**src/rtl/hazard_scoreboard_if.sv**
```systemverilog
// ---------------------------------------------------------------------------
// hazard_scoreboard_if
// Purpose : groups the ID-stage request signals and the pipeline-control
//           responses exchanged between the decode stage and the hazard
//           scoreboard.
// Signals : id_valid_i, id_rs_i/id_rs_use_i, id_rt_i/id_rt_use_i,
//           id_rd_i/id_rd_wr_i, id_lat_i, flush_i   (ID stage -> scoreboard)
//           pc_write_o, if_id_write_o, bubble_o, busy_o (scoreboard -> pipe)
// Modports: master = decode/pipeline side, slave = scoreboard.
// ---------------------------------------------------------------------------
interface hazard_scoreboard_if #(
  parameter int REG_AW = 5,
  parameter int LAT_W  = 3
);
  logic              id_valid_i;
  logic [REG_AW-1:0] id_rs_i;
  logic              id_rs_use_i;
  logic [REG_AW-1:0] id_rt_i;
  logic              id_rt_use_i;
  logic [REG_AW-1:0] id_rd_i;
  logic              id_rd_wr_i;
  logic [LAT_W-1:0]  id_lat_i;
  logic              flush_i;
  logic              pc_write_o;
  logic              if_id_write_o;
  logic              bubble_o;
  logic              busy_o;

  modport master (
    output id_valid_i, id_rs_i, id_rs_use_i, id_rt_i, id_rt_use_i,
           id_rd_i, id_rd_wr_i, id_lat_i, flush_i,
    input  pc_write_o, if_id_write_o, bubble_o, busy_o
  );

  modport slave (
    input  id_valid_i, id_rs_i, id_rs_use_i, id_rt_i, id_rt_use_i,
           id_rd_i, id_rd_wr_i, id_lat_i, flush_i,
    output pc_write_o, if_id_write_o, bubble_o, busy_o
  );
endinterface

```
**src/rtl/hazard_scoreboard.sv**
```systemverilog
// ---------------------------------------------------------------------------
// hazard_scoreboard
// Purpose : ID-stage hazard detector. Keeps a down-counter per architectural
//           register holding the cycles until its pending result becomes
//           forwardable, and stalls the ID instruction on RAW hazards and on
//           WAW ordering hazards (a younger result must not be ready before an
//           older one to the same register).
// Ports   : clk_i        rising-edge clock
//           rst_i        asynchronous active-high reset (clears all counters)
//           bus          hazard_scoreboard_if.slave (ID request / pipe control)
//           stall_cnt_o  [31:0] saturating count of stalled cycles
//                        (present only when HD_STALL_CNT_EN is defined)
// Options : `define HD_STALL_CNT_EN to add the stall_cnt_o performance counter.
// All outputs on the bus are combinational from the counters and ID inputs.
// ---------------------------------------------------------------------------
module hazard_scoreboard #(
  parameter int REG_AW  = 5,
  parameter int MAX_LAT = 4,
  parameter int LAT_W   = 3
) (
  input  logic clk_i,
  input  logic rst_i,
  hazard_scoreboard_if.slave bus
`ifdef HD_STALL_CNT_EN
  ,
  output logic [31:0] stall_cnt_o
`endif
);

  localparam int NREG = 1 << REG_AW;
  localparam logic [LAT_W-1:0] MAX_LAT_V = LAT_W'(MAX_LAT);

  logic [LAT_W-1:0] r_cnt [NREG];

  logic [LAT_W-1:0] w_lat_eff;
  logic             w_raw_rs;
  logic             w_raw_rt;
  logic             w_waw;
  logic             w_stall;
  logic             w_issue;
  logic             w_busy;
  logic             w_wr_en;

  // Clamp so a counter can never be loaded beyond the tracked range.
  assign w_lat_eff = (bus.id_lat_i > MAX_LAT_V) ? MAX_LAT_V : bus.id_lat_i;

  // Register 0 is hardwired zero and never produces a hazard.
  assign w_raw_rs = bus.id_rs_use_i && (bus.id_rs_i != '0) && (r_cnt[bus.id_rs_i] != '0);
  assign w_raw_rt = bus.id_rt_use_i && (bus.id_rt_i != '0) && (r_cnt[bus.id_rt_i] != '0);
  // An in-flight older result finishing after this one would overwrite it.
  assign w_waw    = bus.id_rd_wr_i && (bus.id_rd_i != '0) && (r_cnt[bus.id_rd_i] > w_lat_eff);

  // Flush dominates: a squashed instruction neither stalls nor issues.
  assign w_stall  = bus.id_valid_i && !bus.flush_i && (w_raw_rs || w_raw_rt || w_waw);
  assign w_issue  = bus.id_valid_i && !w_stall && !bus.flush_i;
  assign w_wr_en  = w_issue && bus.id_rd_wr_i && (bus.id_rd_i != '0);

  always_comb begin
    w_busy = 1'b0;
    for (int r = 1; r < NREG; r++) begin
      if (r_cnt[r] != '0) w_busy = 1'b1;
    end
  end

  assign bus.pc_write_o    = !w_stall;
  assign bus.if_id_write_o = !w_stall;
  assign bus.bubble_o      = w_stall || bus.flush_i;
  assign bus.busy_o        = w_busy;

  // Per-register counters: a newly issued write reloads its entry (lat 0
  // clears it); every other entry counts down and holds at zero.
  always_ff @(posedge clk_i or posedge rst_i) begin
    if (rst_i) begin
      for (int r = 0; r < NREG; r++) begin
        r_cnt[r] <= '0;
      end
    end else begin
      r_cnt[0] <= '0;
      for (int r = 1; r < NREG; r++) begin
        if (w_wr_en && (bus.id_rd_i == REG_AW'(r))) begin
          r_cnt[r] <= w_lat_eff;
        end else if (r_cnt[r] != '0) begin
          r_cnt[r] <= r_cnt[r] - 1'b1;
        end
      end
    end
  end

`ifdef HD_STALL_CNT_EN
  logic [31:0] r_stall_cnt;

  always_ff @(posedge clk_i or posedge rst_i) begin
    if (rst_i) begin
      r_stall_cnt <= '0;
    end else if (w_stall && (r_stall_cnt != 32'hFFFF_FFFF)) begin
      r_stall_cnt <= r_stall_cnt + 32'd1;
    end
  end

  assign stall_cnt_o = r_stall_cnt;
`endif

endmodule

```
**src/flat_wrapper.sv**
```systemverilog
// flat-port wrapper written by rule: the top's interface ports become plain ports
module hazard_scoreboard_flat 
#(
  parameter int REG_AW  = 5,
  parameter int MAX_LAT = 4,
  parameter int LAT_W   = 3
)
  (clk_i, rst_i, bus_id_valid_i, bus_id_rs_i, bus_id_rs_use_i, bus_id_rt_i, bus_id_rt_use_i, bus_id_rd_i, bus_id_rd_wr_i, bus_id_lat_i, bus_flush_i, bus_pc_write_o, bus_if_id_write_o, bus_bubble_o, bus_busy_o);
  hazard_scoreboard_if #(.REG_AW(REG_AW), .LAT_W(LAT_W)) bus_i ();
  input  logic clk_i;
  input  logic rst_i;
  input wire logic [$bits(bus_i.id_valid_i)-1:0] bus_id_valid_i;
  input wire logic [$bits(bus_i.id_rs_i)-1:0] bus_id_rs_i;
  input wire logic [$bits(bus_i.id_rs_use_i)-1:0] bus_id_rs_use_i;
  input wire logic [$bits(bus_i.id_rt_i)-1:0] bus_id_rt_i;
  input wire logic [$bits(bus_i.id_rt_use_i)-1:0] bus_id_rt_use_i;
  input wire logic [$bits(bus_i.id_rd_i)-1:0] bus_id_rd_i;
  input wire logic [$bits(bus_i.id_rd_wr_i)-1:0] bus_id_rd_wr_i;
  input wire logic [$bits(bus_i.id_lat_i)-1:0] bus_id_lat_i;
  input wire logic [$bits(bus_i.flush_i)-1:0] bus_flush_i;
  output wire logic [$bits(bus_i.pc_write_o)-1:0] bus_pc_write_o;
  output wire logic [$bits(bus_i.if_id_write_o)-1:0] bus_if_id_write_o;
  output wire logic [$bits(bus_i.bubble_o)-1:0] bus_bubble_o;
  output wire logic [$bits(bus_i.busy_o)-1:0] bus_busy_o;
  assign bus_i.id_valid_i = bus_id_valid_i;
  assign bus_i.id_rs_i = bus_id_rs_i;
  assign bus_i.id_rs_use_i = bus_id_rs_use_i;
  assign bus_i.id_rt_i = bus_id_rt_i;
  assign bus_i.id_rt_use_i = bus_id_rt_use_i;
  assign bus_i.id_rd_i = bus_id_rd_i;
  assign bus_i.id_rd_wr_i = bus_id_rd_wr_i;
  assign bus_i.id_lat_i = bus_id_lat_i;
  assign bus_i.flush_i = bus_flush_i;
  assign bus_pc_write_o = bus_i.pc_write_o;
  assign bus_if_id_write_o = bus_i.if_id_write_o;
  assign bus_bubble_o = bus_i.bubble_o;
  assign bus_busy_o = bus_i.busy_o;
  hazard_scoreboard #(.REG_AW(REG_AW), .MAX_LAT(MAX_LAT), .LAT_W(LAT_W)) u_core (.clk_i(clk_i), .rst_i(rst_i), .bus(bus_i));
endmodule
```
**config.mk**
```make
export PLATFORM = sky130hd
export DESIGN_NAME = hazard_scoreboard_flat
export DESIGN_NICKNAME = d
export VERILOG_FILES = /design/src/rtl/hazard_scoreboard_if.sv /design/src/rtl/hazard_scoreboard.sv /design/src/flat_wrapper.sv
export SDC_FILE = /design/constraint.sdc
export NUM_CORES = 1
export LEC_CHECK = 0
export ABC_AREA = 1
export ABC_CLOCK_PERIOD_IN_PS = 5300
export BUFFER_PORTS_ARGS = -buffer_cell sky130_fd_sc_hd__buf_2
export CAP_MARGIN = 20
export CORE_ASPECT_RATIO = 1.2
export CORE_UTILIZATION = 60
export DETAILED_ROUTE_END_ITERATION = 6
export PLACE_DENSITY = 0.82
export SLEW_MARGIN = 20
export SYNTH_ARGS = -nofsm -noshare
export SYNTH_HDL_FRONTEND = slang
export SYNTH_SLANG_ARGS = --single-unit
export TNS_END_PERCENT = 20
```
**constraint.sdc**
```tcl
create_clock -name clk_i -period 5.3 [get_ports clk_i]
set_input_delay 0 -clock clk_i [delete_from_list [all_inputs] [get_ports clk_i]]
set_output_delay 0 -clock clk_i [all_outputs]
set_load 0.01 [all_outputs]
```
==> flow_summary.toml <==
[layout]
top_register = "u_core.r_cnt"
drive_above_1_share_pct = 8.30
layoutNonFillerInstCount = 1324
nets = 1242
finish.instance_area_sq_mm = 0.00879
num_antenna_cells = 0
largest_reg_flops = 93
largestRegisters = "u_core.r_cnt: 93 flops"
syn_to_final_growth_pct = 7.01

[timing]
finalHoldViolCount = 0
fin_crit_sh_pct = 75.0
tns_ns = 0
clock_skew_ns = 0.00827
min_period_ns = 3.98
worstMarginPinSlew_ns = 0.888
max_freq_ghz = 0.251
rsz0062_at_grt = "false"
slew_viol_final = 0
finalSetupViolCount = 0
relSlewSlack_pct = 40.6
timing.hold.ws_ns = 0.205
setup_slack_ns = 1.32

[pwr]
leakagePower_nw = 4.28
swShare_pct = 47.0
p_switching_mw = 2.43
internal-power_mw = 2.74
pwr-share-comb_pct = 57.9
p_per_area_mw_per_mm2 = 588
power_frac_seq_pct = 28.3
p_clk_share_pct = 13.8
peakVddDrop_v = 0.000347

[global_routing]
grt_max_degree = 58
grt_pass1_wl_um = 38600
grt_usage_pct = 36.0
antenna_found_initial = 0
grt_pass1_vias = 7572
grt_overflow = 0

[place]
dpl-instance-area_sq_mm = 0.00847
place_ws_ns = 1.43
dp_hpwl_um = 16800
port_buffers = 28
post-place-cells = 1308
gp_congestion = 1.01

[clocking]
insertion_delay_ns = 0.36
post-cts-setup-buffers = 0
h-tree-depth = 3
clkTransAtPathRegs_ns = 0.07
cts_tree = "done"
clockRootBuffer = "clkbuf_16"
clock_sinks = 93
cts_hold_buf = 1
clock_path_buffers = 2
cts_resized = 0
cts_buffers = 9

[die]
rows = 46
start_util_pct = 61.8
chipHeight_um = 130
die_x_um = 109
die-area_sq_mm = 0.0142
ios = 29
core_area_sq_mm = 0.0133

[yosys]
synth_edf_count = 0
yosys_register_bits = 93
synth_ff_type = "dfrtp_1"
synth_compound_area_share_pct = 16.2
synth.most_common_cell = "nand2_1"
synthAdderAreaFrac_pct = 9.90
synth_top_area_share_pct = 28.3
synthXorXnorAreaFrac_pct = 6.61
synth_common_cells = "nand2_1 (251), inv_1 (153), dfrtp_1 (93)"
yosys.area.top_type = "dfrtp_1"
ys_types = 41
yosys_warnings = 0
synth_area_sq_mm = 0.00822
netlist_instances = 1144
ys_seq_area_share_pct = 28.3
synth-simple-area-share_pct = 28.8
synth_area_leaders = "dfrtp_1 (28%), nand2_1 (11%), ha_1 (9.9%)"
synthMuxAreaShare_pct = 0.366
ys_async_sr_fraction_pct = 100
synth.avg_cell_area_sq_um = 7.18
syn_nets = 1234
synth_top_family_by_area = "simple AND/OR/NAND/NOR gates"

[outcome]
violations = "design-rule violations"
status = "finished, violations left"

[detailed_routing]
via_per_inst = 6.10
ant_nets = 0
routed_wl_um = 24200
drc = 3
firstDrtPassIters = 7
wire_per_inst_um = 18.3
dr_total_vias = 8071
drt-initial-drc-count = 911

[hold_path]
hold_class = "primary input to asynchronous set/reset pin"

[flow_run]
cap_violations = 0

[critical_path]
worst-path-max-fanout = 20
cp-start-kind = "primary input"
arrival_ns = 3.98
cp.required_ns = 5.30
critPathCaptureType = "primary output"
crit_type = "primary input to primary output"
## final cells by class
type / count / area [sq um]
clock buffer: 11 / 243
clock inverter: 4 / 72.6
fill: 1144 / 4500
inverter: 159 / 599
multi-input combinational: 849 / 5090
sequential: 93 / 2330
tap: 168 / 210
timing repair buffer: 40 / 253
## power by group through the flow
| stage | Clock (mW) | Sequential, mW | Combinational [mW] |
|---|---|---|---|
| floorplan | 0 | 1.36 | 2.40 |
| global placement | 0 | 1.45 | 2.80 |
| detailed placement | 0 | 1.45 | 2.93 |
| CTS | 0.715 | 1.45 | 2.96 |
| global route | 0.740 | 1.51 | 3.43 |
| finish | 0.712 | 1.46 | 2.99 |
## layer usage
layer | GRT usage [%] | vias to the layer above | part of all wire, %
met5 | 0 | - | 0
met4 | 22.3 | 0 | 5.7
met3 | 4.10 | 129 | 9.5
met2 | 58.9 | 488 | 46
met1 | 45.2 | 3663 | 39
li1 | - | 3791 | -
## worst paths after layout
kind / from / endpoint / slack [ns] / depth (start not counted)
worst max-delay path: bus_id_rd_i[0] / bus_bubble_o / 1.32 / 18
worst max register to register: u_core.r_cnt[74] / u_core.r_cnt[46] / 1.87 / 16
worst min-delay path: rst_i / u_core.r_cnt[24] / 0.20 / 3
worst min register to register: u_core.r_cnt[24] / u_core.r_cnt[24] / 0.57 / 3
max in group asynchronous: rst_i / u_core.r_cnt[68] / 3.96 / 4
min in group clk_i: bus_id_lat_i[2] / u_core.r_cnt[29] / 0.26 / 4
## layout by cell type, fill, tap and decap left out, types with 13 or more instances in the layout
cell type | synthesis | routed
nand2_1 | 251 | 250
inv_1 | 153 | 152
dfrtp_1 | 93 | 93
o21ai_1 | 89 | 89
nor2_1 | 76 | 75
ha_1 | 65 | 65
o21ai_0 | 63 | 63
nand3_1 | 62 | 62
a21oi_1 | 37 | 37
o22ai_1 | 31 | 31
xor2_1 | 31 | 31
xnor2_1 | 31 | 31
nor3_1 | 30 | 30
buf_2 | 10 | 28
nand3_4 | 27 | 27
nand4_1 | 13 | 13
## through the flow
| stage | total power, mW | utilization [%] |
|---|---|---|
| detailed placement | 4.38 | 63.7 |
| global route | 5.68 | 66.1 |
| floorplan | 3.76 | - |
| global placement | 4.26 | 63.4 |
| CTS | 5.12 | 66.1 |
| finish | 5.17 | 66.1 |
## worst max-delay path: stages
cell and delay [ns]:
buf_2 0.12, nor2_2 0.57, inv_1 0.57, o21ai_0 0.32, o21ai_0 0.12, nand3_1 0.11
a21oi_1 0.04, o21ai_0 0.17, ha_1 0.29, a21oi_1 0.15, o21ai_0 0.12, nand2_1 0.09
nand2_2 0.09, nor2_8 0.46, buf_4 0.34, or2_1 0.19, nand2_1 0.06, buf_2 0.13
## cells by family after synthesis
group	after synthesis
adder cells (fa/ha/maj)	65
AO/OA/AOI/OAI	243
AND/OR/NAND/NOR	476
XOR/XNOR	62
flip-flops	93
multiplexers	3
buffers and inverters	202
Power figures use the tool's default switching activity.
